**src/rtl/rdl_subreg_pkg.sv**
```systemverilog
// Shared types for RDL sub-register logic: write/read side-effect selectors
// and the read-responder state encoding.
package rdl_subreg_pkg;

  typedef enum logic [1:0] {
    OnWriteNone,
    OnWriteW1c,
    OnWriteW1s,
    OnWriteW0c
  } on_write_e;

  typedef enum logic [1:0] {
    OnReadNone,
    OnReadRclr,
    OnReadRset
  } on_read_e;

  typedef enum logic {
    RdIdle,
    RdResp
  } rd_state_e;

endpackage

```
**src/rtl/rdl_subreg_rd.sv**
```systemverilog
// CPU read responder for one RDL sub-register: 1-entry response hold, on-read
// side effects merged with the write arbiter. Optional swacc: RDL_SUBREG_RD_SWACC_EN.
module rdl_subreg_rd
  import rdl_subreg_pkg::*;
#(
  parameter int       DW     = 32,
  parameter on_read_e OnRead = OnReadNone
) (
  input  logic          clk,
  input  logic          rst,
  input  logic          re,
  output logic          re_ready,
  input  logic [DW-1:0] q,
  input  logic          de,
  input  logic [DW-1:0] d,
  input  logic          arb_wr_en,
  input  logic [DW-1:0] arb_wr_data,
  output logic          wr_en,
  output logic [DW-1:0] wr_data,
  output logic          rsp_valid,
  input  logic          rsp_ready,
  output logic [DW-1:0] rsp_data
`ifdef RDL_SUBREG_RD_SWACC_EN
  ,
  output logic          swacc
`endif
);

  if (OnRead != OnReadNone && OnRead != OnReadRclr && OnRead != OnReadRset) begin : g_bad_on_read
    $error("rdl_subreg_rd: unsupported OnRead value");
  end

  rd_state_e     r_state;
  rd_state_e     w_state_next;
  logic          w_acc;
  logic          w_sfx;
  logic [DW-1:0] w_sfx_data;
  logic [DW-1:0] r_rsp_data;

  always_ff @(posedge clk) begin
    if (rst) begin
      r_state <= RdIdle;
    end else begin
      r_state <= w_state_next;
    end
  end

  always_comb begin
    w_state_next = r_state;
    re_ready     = 1'b0;
    case (r_state)
      RdIdle:  re_ready = !rst;
      RdResp:  re_ready = !rst && rsp_ready;
      default: re_ready = 1'b0;
    endcase
    w_acc = re && re_ready;
    case (r_state)
      RdIdle:  if (w_acc) w_state_next = RdResp;
      RdResp:  if (rsp_ready && !w_acc) w_state_next = RdIdle;
      default: w_state_next = RdIdle;
    endcase
  end

  // Rclr keeps a same-cycle HW update instead of clearing over it.
  always_comb begin
    w_sfx      = 1'b0;
    w_sfx_data = '0;
    case (OnRead)
      OnReadRclr: begin
        w_sfx      = w_acc;
        w_sfx_data = de ? d : '0;
      end
      OnReadRset: begin
        w_sfx      = w_acc;
        w_sfx_data = '1;
      end
      default: begin
        w_sfx      = 1'b0;
        w_sfx_data = '0;
      end
    endcase
  end

  // Arbiter write outranks the read side effect; the read still returns old q.
  always_comb begin
    wr_en   = 1'b0;
    wr_data = '0;
    if (!rst) begin
      if (arb_wr_en) begin
        wr_en   = 1'b1;
        wr_data = arb_wr_data;
      end else if (w_sfx) begin
        wr_en   = 1'b1;
        wr_data = w_sfx_data;
      end
    end
  end

  always_ff @(posedge clk) begin
    if (rst) begin
      r_rsp_data <= '0;
    end else if (w_acc) begin
      r_rsp_data <= q;
    end
  end

  assign rsp_valid = (r_state == RdResp);
  assign rsp_data  = r_rsp_data;

`ifdef RDL_SUBREG_RD_SWACC_EN
  logic r_swacc;

  always_ff @(posedge clk) begin
    if (rst) begin
      r_swacc <= 1'b0;
    end else begin
      r_swacc <= w_acc;
    end
  end

  assign swacc = r_swacc;
`endif

endmodule

```
**config.mk**
```make
export PLATFORM = sky130hd
export DESIGN_NAME = rdl_subreg_rd
export DESIGN_NICKNAME = d
export VERILOG_FILES = /design/src/rtl/rdl_subreg_pkg.sv /design/src/rtl/rdl_subreg_rd.sv
export SDC_FILE = /design/constraint.sdc
export NUM_CORES = 1
export LEC_CHECK = 0
export BUFFER_PORTS_ARGS = -buffer_cell sky130_fd_sc_hd__buf_2
export CAP_MARGIN = 20
export CORE_ASPECT_RATIO = 1.75
export CORE_MARGIN = 2
export CORE_UTILIZATION = 33
export DETAILED_ROUTE_END_ITERATION = 10
export PLACE_DENSITY_LB_ADDON = 0.25
export SLEW_MARGIN = 20
export SYNTH_ARGS = -nofsm -noshare
export SYNTH_HDL_FRONTEND = slang
export SYNTH_SLANG_ARGS = --single-unit
```
**constraint.sdc**
```tcl
create_clock -name clk -period 1.1 [get_ports clk]
set_input_delay 0.11 -clock clk [delete_from_list [all_inputs] [get_ports clk]]
set_output_delay 0.11 -clock clk [all_outputs]
set_load 0.01 [all_outputs]
```
==> metrics.cfg, run 1 <==
[sta]
final_min_period_over_clock_period_pct=102
holdWs_ps=57.7
setup_total_negative_slack_ps=-136
max-slew-margin-rel_pct=87.7
worstMarginPinSlew_ps=184
fmax_mhz=893
post-route-worst-setup-slack_ps=-20.0
final.min_clock_period_ps=1120
number_of_pins_exceeding_their_max_slew_limit_in_the_final_report=0
timing.clock.skew_ps=3.72
finalHoldViolations=0
setup_repair_after_global_routing_missed_its_margin=yes
setup_violations=13

[detailed_routing]
vias_per_std_cell=4.45
drc=3
drt-initial-drc-count=32
finalWirelength_mm=4.31
wl_per_cell_um=11.6
antenna_violating_nets_post_route=0
count_of_vias_placed_by_the_detailed_router=1654
detail_route.first_pass.iterations=7

[power_and_ir_drop]
power_density_mw_per_mm2=1100
power_leakage_nw=1.42
seq_power_share_pct=45.5
pwr-share-clk_pct=31.6
power.ir.vdd_worst_mv=0.458
pwr-share-comb_pct=23.0
power_report.internal_total_mw=2.15
power_switching_mw=0.738
switching_share_pct=25.5

[worst_setup_path]
worst_r2r_endpoint=rsp_data[15]
worst_r2r_startpoint=rsp_valid
cell_type_group_with_the_largest_total_delay_on_the_critical_path=flip-flops
timing.critical_path.cells=nor2b_4, nor2b_4, buf_12, clkbuf_16, mux2i_1
timing.critical_path.required_ps=1300
crit_slowest_cell=dfxtp_2
timing.critical_path.to_type=flop
worst-path-buf-inv=2
r2r.worst_path.cells=5
crit_path_max_incr_delay_ps=320
timing.critical_path.mode_cell=nor2b_4
critPathArrivalTime_ps=1320
crit_path_max_fanout=7
reg2reg_slack_ps=-20
timing.critical_path.from_type=flop
critPathKind=reg -> reg

[logic_synthesis]
post_synthesis_instance_area_sq_mm=0.00174
async_flop_share_pct=0
synth_cell_types=12
synth_most_common_cell=nand2b_1
yosys-top-cells-area=dfxtp_1, nand2b_1, mux2i_1, and2_1, buf_12
synth-seq-cells=33
share_of_synthesized_area_occupied_by_flip_flops_and_latches_pct=38.0
yosys-top-cells-count=nand2b_1, dfxtp_1, and2_1, mux2i_1, clkbuf_1
post-synth-top-area-fraction_pct=38.0
ys_warn_count=0
post_synth.cell_area_avg_sq_um=9.61
synth_ff_type=dfxtp_1
syn_nets=283
netlist.top_cell.by_area=dfxtp_1
synthesis.instances=181
edff_count_synth=0

[floorplan]
initial_core_util_pct=33.7
fp.coreArea_sq_mm=0.00517
core.rowCount=35
die_width_um=58.9
floorplan.die_area_sq_mm=0.00589
die_height_um=100
top_level_ports=169

[placement]
globalplace.congestion=0.733
dp.final_hpwl_mm=3.23
placement.cell_area_sq_mm=0.00245
detailedPlace.worstSlack_ps=-18.9
io_buffers=135

[min_path]
hold_path_depth=3
hold_path.startpoint=re
hold_path.class=in -> reg
whs_endpoint=rsp_valid

[grt]
grt_pass1_vias=1571
grt_start_max_net_pins=67
track_usage_pct=14.1
grt_antenna_before_repair=0
grt_first_pass_wirelength_mm=6.38
grt-ovfl-total=0

[clocking]
tritoncts_clock_tree=yes
clock-sinks=33
cts_inserted_buffers=5
cts_hold_buffers=0
clkTransAtPathRegs_ps=60
ctsLongestPathBuffers=2
root_buffer=clkbuf_8
clock_latency_ps=280
h-tree-depth=2

[run]
timing.max_cap.violations=0

[final_layout]
final_area_sq_mm=0.00264
n_antenna_cell=0
final_nets=419
post_route_cells_drive_above_1_share_pct=48.3
areaGrowthSynthToFinish_pct=51.6

[run_status]
failed_checks=DRC, setup timing
status=complete, but fails checks

-- cell usage in the layout (no fill, tap or decap) --
cell       netlist  layout
clkbuf_1         7       1
clkbuf_8         0       6
clkbuf_16        0       3
nand2b_1        64      64
buf_12           3       5
and2_1          32      32
mux2i_1         32      32
dfxtp_1         33      32
dfxtp_2          0       1
nor2b_4          1       2
nor2_1           3       3
buf_2            2     135
nor2b_2          2       1
-- registers in the layout (all words and copies together) (netlist names) --
register	flops
rsp_data	32
rsp_valid	1
-- power groups by stage --
stage	combinational, mW	sequential, mW	clock [mW]
6_report	0.664	1.31	0.912
3_3_place_gp	0.618	1.34	0
3_5_place_dp	0.625	1.34	0
2_1_floorplan	0.312	1.38	0
4_1_cts	0.626	1.32	0.964
5_1_grt	0.728	1.32	0.995
-- per-stage QoR --
| stage | std cells | util (%) | power [mW] |
|---|---|---|---|
| 2_1_floorplan | 181 | - | 1.69 |
| 5_1_grt | 372 | 51.0 | 3.05 |
| 6_report | 372 | 51.0 | 2.89 |
| 3_3_place_gp | 361 | 47.5 | 1.95 |
| 3_5_place_dp | 361 | 47.5 | 1.97 |
| 4_1_cts | 368 | 49.2 | 2.90 |
-- final cells by class --
cell class | instances | area (sq um)
Fill cell | 513 | 2530
Tap cell | 55 | 68.8
Timing Repair Buffer | 143 | 851
Clock buffer | 7 | 86.3
Sequential cell | 33 | 662
Multi-Input combinational cell | 134 | 968
-- tightest hold or removal path, stage by stage --
cell and delay (ps):
buf_2 90, nor2_1 40, nor2_1 60
-- repair_timing --
action                                  in CTS  in global routing
endpoints found under the setup margin       3                 33
pin swaps                                    0                  1
setup buffers                                0                  1
gates cloned                                 0                  3
resized for setup                            0                  1
-- cells by family (layout without fill, tap and decap cells) --
| family | count (synthesis) | count (layout) | synth area share [%] |
|---|---|---|---|
| and+or+nand+nor | 102 | 102 | 37.0 |
| buffers and inverters | 14 | 150 | 6.62 |
| DFF | 33 | 33 | 38.0 |
| muxes | 32 | 32 | 18.4 |
-- worst max-delay path by stage --
| stage | startpoint | to | cells after the start |
|---|---|---|---|
| after floorplan | rsp_valid | rsp_data[0] | 5 |
| after global placement | rsp_valid | rsp_data[0] | 4 |
| after detailed placement | rsp_valid | rsp_data[31] | 4 |
| after CTS | rsp_valid | rsp_data[31] | 4 |
| after global routing | rsp_valid | rsp_data[13] | 5 |
| final | rsp_valid | rsp_data[15] | 5 |
-- per-layer routing --
metal,wire (um),vias up,GRT usage (%)
li1,-,835,-
met1,1550,721,13.8
met2,2350,93,26.8
met3,338,5,2.96
met4,71,0,6.82
met5,0,-,0
Note: power is estimated with default switching activity, not from simulation.
==> run 2, diff against run 1 <==
--- a/config.mk
+++ b/config.mk
@@ -12,6 +12,7 @@
 export CORE_UTILIZATION = 33
 export DETAILED_ROUTE_END_ITERATION = 10
 export PLACE_DENSITY_LB_ADDON = 0.25
+export REMOVE_ABC_BUFFERS = 1
 export SLEW_MARGIN = 20
 export SYNTH_ARGS = -nofsm -noshare
 export SYNTH_HDL_FRONTEND = slang
==> run 2 against run 1 <==
Net effect:
- the run still ends with DRC, setup timing left
- largest cell class unchanged
- first-iteration DRC count increased by 25%
- critical endpoint is now rsp_data[5]
- maximum frequency increased by 0.22%
- clock skew about the same
- count of clock-buffer cells in the layout is 1 lower
- utilization down 0.53 points
- global-route usage up 0.17 points
- cell count rose by 0.81%
==> metrics.cfg, run 2 (same netlist as run 1, synthesis figures left out) <==
[sta]
timing.clock.skew_ps=3.45  ; was 3.72 ps
final_min_period_over_clock_period_pct=102  ; about the same
post-route-worst-setup-slack_ps=-17.5  ; was -20.0 ps
fmax_mhz=895  ; was 893 MHz
setup_violations=11  ; was 13
max-slew-margin-rel_pct=81.0  ; was 87.7%
number_of_pins_exceeding_their_max_slew_limit_in_the_final_report=0  ; unchanged
finalHoldViolations=0  ; unchanged
worstMarginPinSlew_ps=285  ; was 184 ps
setup_repair_after_global_routing_missed_its_margin=yes  ; unchanged
final.min_clock_period_ps=1120  ; about the same
holdWs_ps=59.1  ; was 57.7 ps

[detailed_routing]
count_of_vias_placed_by_the_detailed_router=1677  ; was 1654
wl_per_cell_um=12.0  ; was 11.6 um
drc=9  ; was 3
antenna_violating_nets_post_route=0  ; unchanged
finalWirelength_mm=4.49  ; was 4.31 mm
detail_route.first_pass.iterations=7  ; unchanged
drt-initial-drc-count=40  ; was 32
dr_wl_met2_mm=2.26  ; was 2.35 mm
met3WireLength_um=481  ; was 338 um
route.top_layer_used=met4  ; unchanged
wirelength_met1_mm=1.68  ; was 1.55 mm
vias_per_std_cell=4.47  ; was 4.45

[final_layout]
final_area_sq_mm=0.00261  ; was 0.00264 sq mm
n_antenna_cell=0  ; unchanged
non_filler_instance_count_after_layout=375  ; was 372
final_cell_mix=buf_2, nand2b_1, and2_1, mux2i_1, dfxtp_1  ; unchanged
areaGrowthSynthToFinish_pct=50.0  ; was 51.6%
flip_flop_count_of_the_largest_register_after_layout=32  ; unchanged
mostFrequentLayoutCell=buf_2  ; unchanged
filler_cell_count=516  ; was 513
final_nets=421  ; was 419
post_route_cells_drive_above_1_share_pct=48.8  ; was 48.3%

[min_path]
hold_path_depth=3  ; unchanged
hold_path.class=in -> reg  ; unchanged
hold_path.startpoint=re  ; unchanged
whs_endpoint=rsp_valid  ; unchanged

[run_status]
status=complete, but fails checks  ; unchanged
failed_checks=DRC, setup timing  ; unchanged

[worst_setup_path]
reg2reg_slack_ps=-20  ; about the same
critPathArrivalTime_ps=1330  ; was 1320 ps
critPathKind=reg -> reg  ; unchanged
worst_r2r_startpoint=rsp_valid  ; unchanged
worst_r2r_endpoint=rsp_data[5]  ; was rsp_data[15]
crit_path_max_fanout=6  ; was 7
timing.critical_path.to_type=flop  ; unchanged
r2r.worst_path.cells=5  ; unchanged
timing.critical_path.from_type=flop  ; unchanged
timing.critical_path.required_ps=1310  ; was 1300 ps

[run]
timing.max_cap.violations=0  ; unchanged

[power_and_ir_drop]
power_leakage_nw=1.41  ; was 1.42 nW
switching_share_pct=26.9  ; was 25.5%
power_report.internal_total_mw=2.08  ; was 2.15 mW
seq_power_share_pct=46.0  ; was 45.5%
p_total_mw=2.85  ; was 2.89 mW
power_switching_mw=0.768  ; was 0.738 mW
power_density_mw_per_mm2=1090  ; was 1100 mW/mm^2
power.ir.vdd_worst_mv=0.443  ; was 0.458 mV
pwr-share-comb_pct=23.1  ; was 23.0%
pwr-share-clk_pct=30.9  ; was 31.6%

[clocking]
ctsLongestPathBuffers=2  ; unchanged
cts_hold_buffers=0  ; unchanged
clock-sinks=33  ; unchanged
clock_latency_ps=280  ; about the same
h-tree-depth=2  ; unchanged
clkTransAtPathRegs_ps=70  ; was 60 ps
cts_inserted_buffers=5  ; unchanged
root_buffer=clkbuf_8  ; unchanged
tritoncts_clock_tree=yes  ; unchanged

[grt]
grt_start_max_net_pins=43  ; was 67
grt_pass1_vias=1619  ; was 1571
grt_antenna_before_repair=0  ; unchanged
track_usage_pct=14.3  ; was 14.1%
grt-ovfl-total=0  ; unchanged
grt_first_pass_wirelength_mm=6.54  ; was 6.38 mm

[floorplan]
top_level_ports=169  ; unchanged
initial_core_util_pct=33.7  ; unchanged
die_width_um=58.9  ; unchanged
core.rowCount=35  ; unchanged
fp.coreArea_sq_mm=0.00517  ; unchanged
floorplan.die_area_sq_mm=0.00589  ; unchanged
die_height_um=100  ; unchanged

[placement]
dp.final_hpwl_mm=3.32  ; was 3.23 mm
numPlacedInstances=363  ; was 361
globalplace.congestion=0.815  ; was 0.733
placement.cell_area_sq_mm=0.00243  ; was 0.00245 sq mm
io_buffers=135  ; unchanged

## run 2: changes by cell type in the layout (fill, tap and decap cells not counted), sizes merged
cell / delta
clkbuf: -2
buf: +3
clkinv: +2
## run 2: layer usage
layer | vias to the layer above | GRT usage, %
li1 | 837 | -
met1 | 728 | 14.9
met2 | 108 | 25.4
met3 | 4 | 3.99
met4 | 0 | 6.82
met5 | - | 0
## run 2: worst max path at each step
stage,from,end,slack [ps]
after global placement,rsp_valid,rsp_data[0],60
after detailed placement,rsp_valid,rsp_data[5],30
after global routing,rsp_valid,rsp_data[21],-70
final,rsp_valid,rsp_data[5],-20
after CTS,rsp_valid,re_ready,4
after floorplan,rsp_valid,rsp_data[0],-900
## run 2: worst max-delay path, cell delays in order (launching register included)
cell and delay, ps:
dfxtp_2 320, nor2b_4 130, nor2b_4 130, buf_12 140
clkbuf_16 150, mux2i_1 180
## run 2: cell type report
type	instances	area (sq um)	share of cell area (%)
repair buffers	145	827	31.7
clock inverters	2	10.0	0.384
well taps	55	68.8	2.64
flip-flops and latches	33	662	25.4
multi-input cells	134	968	37.1
clock buffers	6	72.6	2.78
## run 2: metrics by stage
stage	utilization, %	TNS [ps]	setup slack, ps
2_1_floorplan	-	-28760	-899
3_3_place_gp	47.0	0	58.1
3_5_place_dp	47.0	0	27.0
4_1_cts	48.7	0	3.90
5_1_grt	50.5	-1560	-70.0
6_report	50.5	-78.7	-17.5
## run 2: repair_timing
| action | CTS | global route |
|---|---|---|
| hold endpoints to repair | 0 | 0 |
| gates resized for setup | 1 | 3 |
| setup endpoints to repair | 1 | 31 |
| buffers inserted | 0 | 1 |
| gates cloned | 0 | 3 |
## run 2: power by group through the flow
stage	logic (mW)	registers [mW]	clock network, mW
after CTS	0.616	1.31	0.935
after detailed placement	0.615	1.34	0
after floorplan	0.255	1.38	0
after global routing	0.722	1.32	0.992
after global placement	0.609	1.34	0
final	0.659	1.31	0.881
==> run 3, diff against run 2 <==
--- a/config.mk
+++ b/config.mk
@@ -13,6 +13,7 @@
 export DETAILED_ROUTE_END_ITERATION = 10
 export PLACE_DENSITY_LB_ADDON = 0.25
 export REMOVE_ABC_BUFFERS = 1
+export SETUP_SLACK_MARGIN = 0.2
 export SLEW_MARGIN = 20
 export SYNTH_ARGS = -nofsm -noshare
 export SYNTH_HDL_FRONTEND = slang
==> run 3 against run 2 <==
Net effect:
- the flow still finishes with violations (DRC, setup timing)
- largest power group unchanged
- worst hold slack improved by 0.65 ps
- sequential share of layout area fell by 3.1 points
- design area grew 15%
- worst setup slack worse by 1.7 ps
- largest cell class is now buffers
==> metrics.cfg, run 3 (same netlist as run 1, synthesis figures left out) <==
[worst_setup_path]
timing.critical_path.to_type=flop  ; unchanged
critPathArrivalTime_ps=1330  ; about the same
crit_path_max_fanout=6  ; unchanged
critPathKind=reg -> reg  ; unchanged
timing.critical_path.from_type=flop  ; unchanged
timing.critical_path.required_ps=1310  ; about the same

[run_status]
failed_checks=DRC, setup timing  ; unchanged
status=complete, but fails checks  ; unchanged

[sta]
number_of_pins_exceeding_their_max_slew_limit_in_the_final_report=0  ; unchanged
max-slew-margin-rel_pct=80.7  ; was 81.0%
setup_violations=11  ; unchanged
timing.clock.skew_ps=3.75  ; was 3.45 ps
final_min_period_over_clock_period_pct=102  ; about the same
setup_total_negative_slack_ps=-85.5  ; was -78.7 ps
setup_repair_after_global_routing_missed_its_margin=yes  ; unchanged
finalHoldViolations=0  ; unchanged
worstMarginPinSlew_ps=289  ; was 285 ps
holdWs_ps=59.7  ; was 59.1 ps
final.min_clock_period_ps=1120  ; about the same
post-route-worst-setup-slack_ps=-19.3  ; was -17.5 ps
fmax_mhz=893  ; was 895 MHz

[power_and_ir_drop]
power_leakage_nw=1.54  ; was 1.41 nW
power_density_mw_per_mm2=1010  ; was 1090 mW/mm^2
power.ir.vdd_worst_mv=0.456  ; was 0.443 mV

[placement]
io_buffers=135  ; unchanged
globalplace.congestion=0.815  ; unchanged
dp.final_hpwl_mm=3.32  ; unchanged
detailedPlace.worstSlack_ps=27.0  ; unchanged

[final_layout]
mostFrequentLayoutCell=buf_2  ; unchanged
flip_flop_count_of_the_largest_register_after_layout=32  ; unchanged
final_nets=427  ; was 421
areaGrowthSynthToFinish_pct=71.9  ; was 50.0%
final_cell_mix=buf_2, nand2b_1, buf_6  ; was buf_2, nand2b_1, and2_1, mux2i_1, dfxtp_1
n_antenna_cell=0  ; unchanged
post_route_cells_drive_above_1_share_pct=60.1  ; was 48.8%

[run]
timing.max_cap.violations=0  ; unchanged

[min_path]
hold_path.class=in -> reg  ; unchanged

[floorplan]
die_width_um=58.9  ; unchanged
floorplan.die_area_sq_mm=0.00589  ; unchanged
initial_core_util_pct=33.7  ; unchanged
top_level_ports=169  ; unchanged
fp.coreArea_sq_mm=0.00517  ; unchanged
core.rowCount=35  ; unchanged
die_height_um=100  ; unchanged

[clocking]
root_buffer=clkbuf_8  ; unchanged
clock_latency_ps=280  ; about the same
tritoncts_clock_tree=yes  ; unchanged
cts_inserted_buffers=5  ; unchanged
clkTransAtPathRegs_ps=70  ; about the same
cts_hold_buffers=0  ; unchanged
clock-sinks=33  ; unchanged
h-tree-depth=2  ; unchanged
ctsLongestPathBuffers=2  ; unchanged

[grt]
grt_pass1_vias=1651  ; was 1619
grt_antenna_before_repair=0  ; unchanged
grt-ovfl-total=0  ; unchanged
grt_first_pass_wirelength_mm=6.73  ; was 6.54 mm
grt_start_max_net_pins=43  ; unchanged
track_usage_pct=14.7  ; was 14.3%

[detailed_routing]
drc=9  ; unchanged
drt-initial-drc-count=40  ; unchanged
vias_per_std_cell=4.52  ; was 4.47
antenna_violating_nets_post_route=0  ; unchanged
finalWirelength_mm=5.14  ; was 4.49 mm
wl_per_cell_um=13.5  ; was 12.0 um
count_of_vias_placed_by_the_detailed_router=1724  ; was 1677
detail_route.first_pass.iterations=7  ; unchanged

-- run 3: worst paths after layout --
kind	startpoint	endpoint	slack [ps]	cells past startpoint
worst max-delay path	rsp_valid	rsp_data[5]	-20	5
worst min-delay path	re	rsp_valid	60	3
worst max register to register	rsp_valid	rsp_data[5]	-20	5
worst min register to register	rsp_data[3]	rsp_data[3]	460	2
-- run 3: critical path, cell delays in order (launching register included) --
cell and delay (ps):
dfxtp_2 320, nor2b_4 130, nor2b_4 130, buf_12 140, clkbuf_16 150, mux2i_1 180
-- run 3: layout make-up --
cell class | count | area [sq um]
tap | 55 | 68.8
sequential | 33 | 666
clock inverter | 2 | 10.0
multi-input combinational | 134 | 1050
fill | 471 | 2180
timing repair buffer | 151 | 1120
clock buffer | 6 | 72.6
-- run 3: through the flow --
| stage | power (mW) | cells | utilization [%] | area [sq um] |
|---|---|---|---|---|
| floorplan | 1.63 | 167 | - | 1620 |
| global route | 3.19 | 381 | 57.8 | 2990 |
| CTS | 2.88 | 374 | 49.6 | 2560 |
| detailed placement | 1.95 | 363 | 47.0 | 2430 |
| finish | 3.01 | 381 | 57.8 | 2990 |
| global placement | 1.94 | 363 | 47.0 | 2430 |
-- run 3: what timing repair did --
item,4_1_cts,5_1_grt
pin swaps,0,32
setup endpoints to repair,65,69
cloned,3,5
setup buffers,0,2
gates resized for setup,10,76
-- run 3: layer usage --
layer	GRT usage (%)	up-vias	wire [um]
met2	26.8	111	2660
met5	0	-	0
li1	-	852	-
met3	3.99	6	557
met1	14.9	755	1830
met4	6.82	0	90
-- run 3: where the power goes --
group          internal [mW]  leakage, nW  switching (mW)  total (mW)
Combinational          0.487         1.23           0.327       0.814
Sequential              1.28        0.273          0.0356        1.31
Clock                  0.439       0.0450           0.445       0.884
